**config.mk**
```make
export PLATFORM = sky130hd
export DESIGN_NAME = l2_rr_port_arbiter
export DESIGN_NICKNAME = d
export VERILOG_FILES = /design/src/rtl/l2_rr_port_arbiter.sv
export SDC_FILE = /design/constraint.sdc
export NUM_CORES = 1
export LEC_CHECK = 0
export CAP_MARGIN = 0
export CELL_PAD_IN_SITES_DETAIL_PLACEMENT = 0
export CELL_PAD_IN_SITES_GLOBAL_PLACEMENT = 1
export CORE_AREA = 2 2 184 186
export DETAILED_ROUTE_END_ITERATION = 6
export DIE_AREA = 0 0 186 188
export PLACE_DENSITY_LB_ADDON = 0.1
export SLEW_MARGIN = 20
export SYNTH_ARGS = -nofsm -noshare
export SYNTH_HDL_FRONTEND = slang
export SYNTH_SLANG_ARGS = --single-unit
```
**constraint.sdc**
```tcl
create_clock -name clk -period 3.4 [get_ports clk]
set_input_delay 0.68 -clock clk [delete_from_list [all_inputs] [get_ports clk]]
set_output_delay 0.68 -clock clk [all_outputs]
set_load 0.02 [all_outputs]
```
**src/rtl/l2_rr_port_arbiter.sv**
```systemverilog
// Round-robin arbiter between NUM_PORTS L2 requester ports and one L2 memory port.
// Each request is forwarded with id {port, sub_id}. A write holds the arbiter on its
// port until the whole burst has been moved. Read returns go back to the owning port by id.
//
// state    | meaning
// ---------+-------------------------------------------------------------
// ARB      | offer the granted (or held) request; accept pops
// WR_BURST | steer write words from wr_port until wr_count reaches zero
module l2_rr_port_arbiter #(
    parameter int NUM_PORTS = 4,
    parameter int SUB_ID_W  = 2,
    parameter int DATA_W    = 32,
    parameter int PORT_W    = (NUM_PORTS > 1) ? $clog2(NUM_PORTS) : 1,
    parameter int ID_W      = PORT_W + SUB_ID_W
) (
    input  logic                          clk,
    input  logic                          rst,

    input  logic [NUM_PORTS-1:0]          req_valid,
    input  logic [NUM_PORTS*30-1:0]       req_addr,
    input  logic [NUM_PORTS*4-1:0]        req_be,
    input  logic [NUM_PORTS-1:0]          req_rnw,
    input  logic [NUM_PORTS-1:0]          req_is_amo,
    input  logic [NUM_PORTS*5-1:0]        req_amo_type_or_burst_size,
    input  logic [NUM_PORTS*SUB_ID_W-1:0] req_sub_id,
    output logic [NUM_PORTS-1:0]          req_pop,

    input  logic [NUM_PORTS*DATA_W-1:0]   wr_data,
    input  logic [NUM_PORTS-1:0]          wr_data_valid,
    output logic [NUM_PORTS-1:0]          wr_data_read,

    output logic [29:0]                   mem_addr,
    output logic [3:0]                    mem_be,
    output logic                          mem_rnw,
    output logic                          mem_is_amo,
    output logic [4:0]                    mem_amo_type_or_burst_size,
    output logic [ID_W-1:0]               mem_id,
    output logic                          mem_request_valid,
    input  logic                          mem_request_pop,

    output logic [DATA_W-1:0]             mem_wr_data,
    output logic                          mem_wr_data_valid,
    input  logic                          mem_wr_data_read,

    input  logic [DATA_W-1:0]             mem_rd_data,
    input  logic [ID_W-1:0]               mem_rd_id,
    input  logic                          mem_rd_data_valid,
    output logic [DATA_W-1:0]             rd_data,
    output logic [SUB_ID_W-1:0]           rd_sub_id,
    output logic [NUM_PORTS-1:0]          rd_data_valid
);

    typedef enum logic {ARB = 1'b0, WR_BURST = 1'b1} state_t;

    state_t              state, state_nxt;
    logic [PORT_W-1:0]   rr_ptr;
    logic                grant_held;
    logic [PORT_W-1:0]   held_port;
    logic [PORT_W-1:0]   wr_port;
    logic [5:0]          wr_count;

    logic [PORT_W-1:0]   arb_port;
    logic [PORT_W:0]     cand;
    logic [PORT_W-1:0]   gnt;
    logic                req_accept;
    logic                word_read;

    // Round-robin search: lowest offset from rr_ptr with a valid request wins.
    always_comb begin
        arb_port = rr_ptr;
        cand     = '0;
        for (int i = NUM_PORTS - 1; i >= 0; i--) begin
            cand = {1'b0, rr_ptr} + (PORT_W+1)'(i);
            if (cand >= (PORT_W+1)'(NUM_PORTS))
                cand = cand - (PORT_W+1)'(NUM_PORTS);
            if (req_valid[cand[PORT_W-1:0]])
                arb_port = cand[PORT_W-1:0];
        end
    end

    // Field mux, FSM next state and handshake outputs; rst forces idle outputs.
    always_comb begin
        gnt                        = grant_held ? held_port : arb_port;
        mem_addr                   = req_addr[int'(gnt)*30 +: 30];
        mem_be                     = req_be[int'(gnt)*4 +: 4];
        mem_rnw                    = req_rnw[gnt];
        mem_is_amo                 = req_is_amo[gnt];
        mem_amo_type_or_burst_size = req_amo_type_or_burst_size[int'(gnt)*5 +: 5];
        mem_id                     = {gnt, req_sub_id[int'(gnt)*SUB_ID_W +: SUB_ID_W]};
        mem_wr_data                = wr_data[int'(wr_port)*DATA_W +: DATA_W];

        state_nxt         = state;
        mem_request_valid = 1'b0;
        req_accept        = 1'b0;
        req_pop           = '0;
        mem_wr_data_valid = 1'b0;
        word_read         = 1'b0;
        wr_data_read      = '0;

        if (!rst) begin
            case (state)
                ARB: begin
                    mem_request_valid = grant_held | (|req_valid);
                    req_accept        = mem_request_valid & mem_request_pop;
                    if (req_accept) begin
                        req_pop[gnt] = 1'b1;
                        if (!req_rnw[gnt])
                            state_nxt = WR_BURST;
                    end
                end
                WR_BURST: begin
                    mem_wr_data_valid     = wr_data_valid[wr_port];
                    word_read             = mem_wr_data_read & mem_wr_data_valid;
                    wr_data_read[wr_port] = word_read;
                    if (word_read && wr_count == 6'd1)
                        state_nxt = ARB;
                end
                default: state_nxt = ARB;
            endcase
        end
    end

    // State, round-robin pointer, grant hold and write-burst counter.
    always_ff @(posedge clk) begin
        if (rst) begin
            state      <= ARB;
            rr_ptr     <= '0;
            grant_held <= 1'b0;
            held_port  <= '0;
            wr_port    <= '0;
            wr_count   <= '0;
        end else begin
            state <= state_nxt;
            if (state == ARB) begin
                if (req_accept) begin
                    grant_held <= 1'b0;
                    rr_ptr     <= (gnt == PORT_W'(NUM_PORTS - 1)) ? '0 : gnt + 1'b1;
                    if (!mem_rnw) begin
                        wr_port  <= gnt;
                        wr_count <= mem_is_amo ? 6'd1
                                               : {1'b0, mem_amo_type_or_burst_size} + 6'd1;
                    end
                end else if (mem_request_valid) begin
                    grant_held <= 1'b1;
                    held_port  <= gnt;
                end
            end else if (word_read) begin
                wr_count <= wr_count - 6'd1;
            end
        end
    end

    // Read return: data broadcast, owner strobe decoded from the id port field.
    always_comb begin
        rd_data       = mem_rd_data;
        rd_sub_id     = mem_rd_id[SUB_ID_W-1:0];
        rd_data_valid = '0;
        for (int p = 0; p < NUM_PORTS; p++)
            rd_data_valid[p] = !rst & mem_rd_data_valid
                               & (mem_rd_id[ID_W-1 -: PORT_W] == PORT_W'(p));
    end

endmodule

```
After elaboration in Yosys (flattened, before gate mapping)
Index checks and enable logic that the tools add are counted.
Widths: inputs -> output; s select.
- RAM bits: 0
- bits in read-only memories: 0
- latch bits: 0
- memories kept: 0
- flip-flop bits (word level): 14
- add/sub/neg operators: 10
- divide/modulo/power cells: 0
- shift operators: 5
- eq/ne operators: 7
- reductions and logical operators: 13
- $mul: 2
- muxes and demuxes: 52
- bitwise operators: 12
- $lt $le $gt $ge: 12
- operator list (cell ; number):
    $shiftx 128x8->32 ; 1
    $shiftx 120x8->30 ; 1
    $mux 6 ; 5
    $mux 1 ; 22
    $mux 2 ; 10
    $mux 4 ; 5
    $shiftx 20x6->5 ; 1
    $lt 2x3->1 const B ; 6
    $shiftx 16x5->4 ; 1
    $bmux 1 s2 ; 7
    $ge 3x3->1 const B ; 3
    $reduce_and 3->1 ; 3
    $shiftx 8x4->2 ; 1
    $sub 2x1->2 const B ; 4
    $and 1x1->1 ; 7
    $add 2x2->3 const B ; 2
    $add 5x1->6 const B ; 1
    $eq 2x2->1 const B ; 3
    $eq 6x1->1 const B ; 1
    $mul 2x4->6 const B ; 1
    $sub 6x1->6 const B ; 1
    $mul 2x3->5 const B ; 1
    $and 4x4->4 ; 1
    $demux 1 s2 ; 2
    15 further kinds ; 23

Longest topological paths before layout
Gate-level depths: netlist of the first run.
- depth in word-level cells: 17
- gate-level depth with buffers: 11
- depth with buffers taken out: 9

Least setup slack after synthesis of the first run
Ideal clock, no wire load.
- kind: input port to output port
- from: input req_valid[1]
- to: output mem_addr[0]
- buffers on the path: 3
- stages: 10
- path slack: -29 ps
- arrival time: 2749 ps
- path through: buf_2 > nor2b_1 > or3_4 > a211oi_4 > nor2_1 > inv_2 > buf_4 > buf_2 > nand2_1 > a31oi_1
- longest elaborated chain between the ends: 9
- ends and longest elaborated chain (what ; line ; source):
    start: declaration ; 19 ; input logic [NUM_PORTS-1:0] req_valid,
    $bmux 1 s2 ; 76 ; if (req_valid[cand[PORT_W-1:0]])
    $mux 1 (not written as such) ; 76 ;
    $mux 2 (3 in series) ; 76 ;
    $mux 2 * ; 76 ;
    $mux 2 * ; 83 ; gnt = grant_held ? held_port : arb_port;
    via mem_id[2] ; 37 ; output logic [ID_W-1:0] mem_id,
    $mul 2x4->6 * ; 84 ; mem_addr = req_addr[int'(gnt)*30 +: 30];
    $shiftx 120x8->30 * ; 84 ;
    end: declaration ; 32 ; output logic [29:0] mem_addr,
Mark *: on every way through the listed nets, which the timed path passes. The rest lies on a longest branch. The select of a mux whose other input is x is not followed.

Final worst setup path of the first run
- from: input req_valid[2]
- to: output mem_addr[3]
- longest elaborated chain between the ends: 9
- ends and longest elaborated chain (what ; line):
    $bmux 1 s2 ; 76
    $mux 1 (not written as such) ; 76
    $mux 2 (3 in series) ; 76
    $mux 2 * ; 76
    $mux 2 * ; 83
    $mul 2x4->6 * ; 84
    $shiftx 120x8->30 * ; 84
Every way passes the cells marked *; elsewhere a longest branch is shown, timed or not. The select of a mux whose other input is x is not followed.

==> results of run 1 <==
[power groups by stage]
stage,Clock [uW],Combinational (uW),Sequential [uW]
3_3_place_gp,0,3290,257
5_1_grt,267,3680,257
2_1_floorplan,0,1640,214
3_5_place_dp,0,3260,255
4_1_cts,263,3460,252
6_report,257,3400,249
[flip-flops by register name (all words and copies together), names as in the netlist]
| register | flops |
|---|---|
| wr_count | 6 |
| held_port | 2 |
| rr_ptr | 2 |
| wr_port | 2 |
| grant_held | 1 |
| state | 1 |
[cell families after synthesis]
kind of cell / Yosys count
AO/OA/AOI/OAI: 99
XOR/XNOR: 3
adder cells (fa/ha/maj): 7
buffers and inverters: 88
flip-flops: 14
multiplexers: 39
AND/OR/NAND/NOR: 272
[worst max-delay path, cell delays in order]
cell	delay (ns)
buf_2	0.12
nor2b_4	0.12
or3_4	0.39
a211oi_4	0.28
nor2_4	0.10
inv_8	0.14
buf_4	0.15
buf_16	0.11
nand2_1	0.05
and3_1	0.15
a31oi_1	0.15
buf_4	0.17
[metal layers]
layer  share of wire (%)  vias to the layer above
li1                    -                     2718
met2                  51                      263
met1                  39                     2624
met4                0.78                        6
met3                 8.7                       24
met5                0.12                        -
[metrics by stage]
| step | instances | total power [uW] | util (%) |
|---|---|---|---|
| finish | 1396 | 3900 | 26.9 |
| detailed placement | 1371 | 3510 | 25.7 |
| global route | 1395 | 4200 | 26.8 |
| global placement | 1371 | 3540 | 25.7 |
| CTS | 1392 | 3980 | 26.8 |
| floorplan | 522 | 1850 | - |
[cell usage in the layout, fill, tap and decap left out, types with 10 or more instances in the layout]
master	count
and3_1	39
nor2_1	24
o21ai_0	13
mux4_2	33
buf_12	12
dfxtp_1	12
clkdlybuf4s50_1	349
buf_2	27
a21oi_1	10
nand2_1	157
buf_4	90
a31oi_1	35
inv_1	10
nand3_1	14
[repair_timing]
action                                  4_1_cts  5_1_grt
endpoints found under the setup margin       50       22
resized for setup                           257       11
hold buffers                                  0        0
gates cloned                                  8        0
buffers inserted                              9        4
pin swaps                                     4        2
[how the worst min path moves through the flow]
stage,startpoint,to,slack (ns),depth (start not counted)
after global placement,wr_count[4]$_SDFFE_PP0P_,wr_count[4]$_SDFFE_PP0P_,0.49,2
after detailed placement,wr_count[4]$_SDFFE_PP0P_,wr_count[4]$_SDFFE_PP0P_,0.48,2
after CTS,wr_count[4]$_SDFFE_PP0P_,wr_count[4]$_SDFFE_PP0P_,0.50,2
final,wr_count[4]$_SDFFE_PP0P_,wr_count[4]$_SDFFE_PP0P_,0.49,2
after global routing,wr_count[4]$_SDFFE_PP0P_,wr_count[4]$_SDFFE_PP0P_,0.55,2
after floorplan,wr_count[4]$_SDFFE_PP0P_,wr_count[4]$_SDFFE_PP0P_,0.44,2
[layout make-up]
type	instances	share of cell area [%]
timing repair buffer	497	55.0
multi-input combinational	420	33.9
tap	448	6.30
sequential	14	3.18
clock buffer	4	0.999
inverter	12	0.591
antenna	1	0.0281
==> key figures, run 1 <==
Yosys
  • Synth Instances: 522
  • Post-Syn Nets: 878
  • Post-synth top area share: 20.4%
  • Synth Area in Adders: 2.40%
  • Synth Area in XOR/XNOR: 0.720%
  • Mapped Area: 3650 um^2
  • Syn_area_per_cell: 6.99 um^2
  • Register area share after synthesis: 7.68%
  • Synth warn: 0
  • Synth Area in Compound Gates: 19.2%
  • Multiplexer share of the synthesized area: 22.1%
  • Area contributors post-synth: mux4_2, nand2_1, buf_4
  • Yosys cell types: 48
  • Largest family of logic cells by synthesized area: simple AND/OR/NAND/NOR gates
  • Dominant cell type by area after synthesis: mux4_2
  • Post-Synth Simple-Gate Area: 33.8%
  • Commonest cells in the netlist: nand2_1, a31oi_1, and3_1
  • FF+latch count, synth: 14
  • Top-count cell post-synth: nand2_1
  • Synth Flop Type: dfxtp_1
  • Ys async rst share: 0%
  • Post-synth EDFFs: 0

Power
  • PD cells: 439 nW/um^2
  • Sw Share: 45.7%
  • Logic pwr share: 87.0%
  • Cell Int Power: 2120 uW
  • LEAKAGE: 0.00360 uW
  • Sequential share of power: 6.4%
  • VDD IR max: 0.201 mV
  • Clock Power Share: 6.6%
  • Net load switching power: 1780 uW

STA
  • Final Cycle Share: 97.5%
  • Clk_skew: 0.00442 ns
  • Worst slew pin tran: 0.481 ns
  • Headroom to the max-slew limit: 67.9%
  • Setup TNS: 0 ns
  • Setup violations, final: 0
  • Fin crit period: 3.32 ns
  • F_max: 302 MHz
  • Max Transition Viols Final: 0
  • Final Hold Fails: 0
  • Min Hold Slack: 0.494 ns
  • PnR worst setup slack: 0.0834 ns

Global routing
  • Total global routing overflow: 0
  • Largest net degree at the start of global routing: 38
  • Met1 Use GR: 17.8%
  • First-pass GRT wire length: 39900 um
  • Global routing usage on met2: 29.3%
  • Met3 usage: 4.10%
  • GRT Max-Usage Layer: met2
  • Initial antenna violation count: 9
  • Vias in the first global route: 6007
  • GRT Overall Usage: 15.5%

Die
  • Full die area: 35000 um^2
  • Core ar.: 33100 um^2
  • Starting Density: 11.0%
  • Die height: 188 um
  • Width of the die: 186 um
  • FP Rows: 67
  • I/O Pins: 474

Route
  • TritonRoute pass-1 iters: 4
  • Drt drc: 0
  • Vias per std cell: 4.04
  • Routed length per instance: 20.4 um
  • Post-route ant nets: 0
  • Starting DRT DRC Count: 157
  • Post-Route WL: 28500 um
  • Vias: 5635

Min path
  • HP Class: flip-flop to flip-flop

Critical path
  • CP endpoint: mem_addr[3]
  • Reg2Reg Launch Point: rr_ptr[0]$_SDFFE_PP0P_
  • Worst EP required: 2.72 ns
  • CP endpoint kind: output pin
  • Arr. time, crit path: 2.64 ns
  • Nature of the critical path startpoint: input pin
  • Cells on worst reg2reg path: 13
  • R2r endpoint: wr_count[5]$_SDFFE_PP0P_
  • Worst-path maximum fanout: 8
  • CP startpoint: req_valid[2]
  • Critical path class: input pin to output pin
  • R2R Setup Slk: 0.78 ns

CTS
  • Clock transition at the registers of the reported paths: 0.05 ns
  • Clock Tree Root: clkbuf_16
  • Sink Count: 14
  • CTS tree: built
  • Clk Latency, worst-skew pair: 0.25 ns
  • CTS Buf Count: 3
  • Htree depth: 1
  • Max Buffers Root-to-Sink: 2

Cells and area
  • Layout area overhead: 144%
  • Final net count: 1304
  • Filler cells: 3638
  • Finished Cell Area: 8890 um^2
  • Multi-input combinational cell area: 3020 um^2
  • Share of post-route cells with drive strength above 1: 22.5%
  • Sequential cell area: 283 um^2

Place
  • Area after DPL: 8500 um^2
  • Port Buf Inserts: 405
  • Post-DP HPWL: 23100 um
  • Dpl ws: -0.852 ns
  • Final GP Congestion: 0.760

Run status
  • Status: complete, no violations

Job
  • Max-capacitance violation count: 0
(Power assumes the default switching activity.)
==> inputs of run 2 (changes only) <==
--- a/config.mk
+++ b/config.mk
@@ -9,6 +9,7 @@
 export CELL_PAD_IN_SITES_DETAIL_PLACEMENT = 0
 export CELL_PAD_IN_SITES_GLOBAL_PLACEMENT = 1
 export CORE_AREA = 2 2 184 186
+export CTS_CLUSTER_DIAMETER = 50
 export DETAILED_ROUTE_END_ITERATION = 6
 export DIE_AREA = 0 0 186 188
 export PLACE_DENSITY_LB_ADDON = 0.1
==> results of run 2 <==
Same layout as run 1: the final DEF is identical, and so are final timing and power.
==> inputs of run 3 (changes only) <==
==> constraint.sdc (replaced) <==
create_clock -name clk -period 3.4 [get_ports clk]
set_input_delay 0.68 -clock clk [delete_from_list [all_inputs] [get_ports clk]]
set_output_delay 0.68 -clock clk [all_outputs]
set_load 0.01 [all_outputs]
==> run 3 against run 2 <==
Net effect: combinational power shrank 4%; clock skew decreased by 0.0028 ns; largest power group unchanged; sequential share of layout area decreased by 0.092 points; global-route usage down 0.73 points.
==> key figures, run 3 (synthesized netlist as in run 1, its figures left out) <==
CTS
  • Clock transition at the registers of the reported paths: 0.05 ns
  • Hold_buf cts: 0
  • Clock Tree Root: clkbuf_16
  • CTS tree: built
  • Clk Latency, worst-skew pair: 0.24 ns
  • Max Buffers Root-to-Sink: 2
  • Sink Count: 14
  • CTS Buf Count: 3
  • Htree depth: 1

Critical path
  • CP endpoint kind: output pin
  • Critical path class: input pin to output pin
  • Nature of the critical path startpoint: input pin
  • Worst-path maximum fanout: 12
  • Critical Path Slowest Stage Cell: or3_4
  • Worst path cell trace: buf_6 > nor2b_4 > or3_4 > a211oi_4 > nor2_4 > buf_6 > buf_12 > buf_12 > nand2_1 > and3_4 > a31oi_2 > buf_2
  • Arr. time, crit path: 2.62 ns
  • Worst Path Buf+Inv: 5
  • Worst EP required: 2.72 ns
  • Critical Path Max Stage Delay: 0.40 ns
  • Crit path max-delay family: simple AND/OR/NAND/NOR gates

Global routing
  • First-pass GRT wire length: 38300 um
  • Initial antenna violation count: 4
  • Vias in the first global route: 6049
  • Largest net degree at the start of global routing: 38
  • Total global routing overflow: 0
  • GRT Overall Usage: 14.8%

Die
  • FP Rows: 67
  • Core ar.: 33100 um^2
  • Width of the die: 186 um
  • Full die area: 35000 um^2
  • Starting Density: 11.0%
  • Die height: 188 um
  • I/O Pins: 474

Power
  • LEAKAGE: 0.00369 uW
  • VDD IR max: 0.161 mV
  • PD cells: 408 nW/um^2

Cells and area
  • Multi-input combinational cell area: 3010 um^2
  • Filler cells: 3655
  • Final net count: 1327
  • Share of post-route cells with drive strength above 1: 24.4%
  • Top reg by flops: wr_count
  • Commonest non-fill, non-tap cell in the layout: clkdlybuf4s50_1
  • Layout area overhead: 151%
  • Final core utilization: 27.7%
  • Sequential cell area: 283 um^2
  • Commonest non-fill, non-tap cells in the layout: clkdlybuf4s50_1, nand2_1, buf_4, a31oi_1, buf_2
  • Max reg flops: 6

STA
  • Worst slew pin tran: 0.523 ns
  • Setup violations, final: 0
  • Max Transition Viols Final: 0
  • Clk_skew: 0.00157 ns
  • Min Hold Slack: 0.492 ns
  • Headroom to the max-slew limit: 65.1%
  • Final Hold Fails: 0
  • F_max: 303 MHz
  • Final Cycle Share: 97.1%
  • RSZ-0062 raised after global routing: true
  • Fin crit period: 3.30 ns

Route
  • Starting DRT DRC Count: 152
  • Post-Route WL: 27300 um
  • Post-route ant nets: 0
  • Drt drc: 0
  • Routed length per instance: 19.2 um
  • TritonRoute pass-1 iters: 4
  • Vias per std cell: 3.96
  • Vias: 5622

Min path
  • HP Class: flip-flop to flip-flop

Place
  • Final GP Congestion: 0.755
  • Post-DP HPWL: 22000 um
  • Port Buf Inserts: 405

Job
  • Max-capacitance violation count: 0

Run status
  • Status: complete, no violations
run 3: changes by cell type in the layout (fill, tap and decap cells not counted), sizes merged:
| cell | before | now |
|---|---|---|
| dlymetal6s2s | 3 | 1 |
| bufbuf | 2 | 1 |
| dlygate4sd2 | 3 | 9 |
| diode | 1 | 3 |
| clkdlybuf4s50 | 349 | 350 |
| clkbuf | 5 | 7 |
| buf | 137 | 153 |
run 3: what timing repair did:
item / in CTS / in global routing
endpoints found under the setup margin: 52 / 48
buffers inserted: 23 / 7
pin swaps: 12 / 12
gates resized for setup: 239 / 34
gates cloned: 9 / 2
run 3: metrics by stage:
step / setup WS (ns) / setup TNS, ns / total power, uW / std cells / cell area [um^2]
final: 0.0999 / 0 / 3740 / 1420 / 9160
after global routing: -0.00791 / -0.0281 / 4050 / 1419 / 9150
after CTS: 0.00434 / 0 / 3700 / 1409 / 8950
after detailed placement: -0.811 / -34.07 / 3240 / 1374 / 8480
after global placement: -0.833 / -34.51 / 3270 / 1374 / 8480
after floorplan: 0.158 / 0 / 1550 / 522 / 3650
run 3: cell type report:
| cell class | instances | share of cell area (%) |
|---|---|---|
| Timing Repair Buffer | 520 | 56.5 |
| Multi-Input combinational cell | 420 | 32.8 |
| Tap cell | 448 | 6.12 |
| Sequential cell | 14 | 3.09 |
| Clock buffer | 3 | 0.820 |
| Inverter | 12 | 0.601 |
| Antenna cell | 3 | 0.0820 |
run 3: power by group:
part / internal, uW / total [uW] / switching (uW)
logic: 1850 / 3270 / 1430
clock network: 155 / 228 / 73.6
registers: 196 / 236 / 40.0
total: 2200 / 3740 / 1540
run 3: worst min-delay path: stages (launching register included):
cell	delay, ns
dfxtp_1	0.32
a31oi_1	0.08
o21ai_1	0.06
run 3: routing by layer:
metal | part of all wire [%] | wire length (um) | GRT usage (%)
met5 | 0.044 | 12 | 0
met2 | 55 | 15000 | 29.9
met4 | 0.92 | 250 | 1.91
met3 | 6.9 | 1870 | 2.85
met1 | 37 | 10100 | 15.7
run 3: path summary, 6_finish.rpt:
kind	slack, ns	endpoint	depth (start not counted)	startpoint
hold reg to reg	0.49	wr_count[4]$_SDFFE_PP0P_	2	wr_count[4]$_SDFFE_PP0P_
setup reg to reg	0.58	wr_count[5]$_SDFFE_PP0P_	15	rr_ptr[0]$_SDFFE_PP0P_
hold / removal	0.49	wr_count[4]$_SDFFE_PP0P_	2	wr_count[4]$_SDFFE_PP0P_
setup / recovery	0.1	mem_addr[18]	12	req_valid[0]
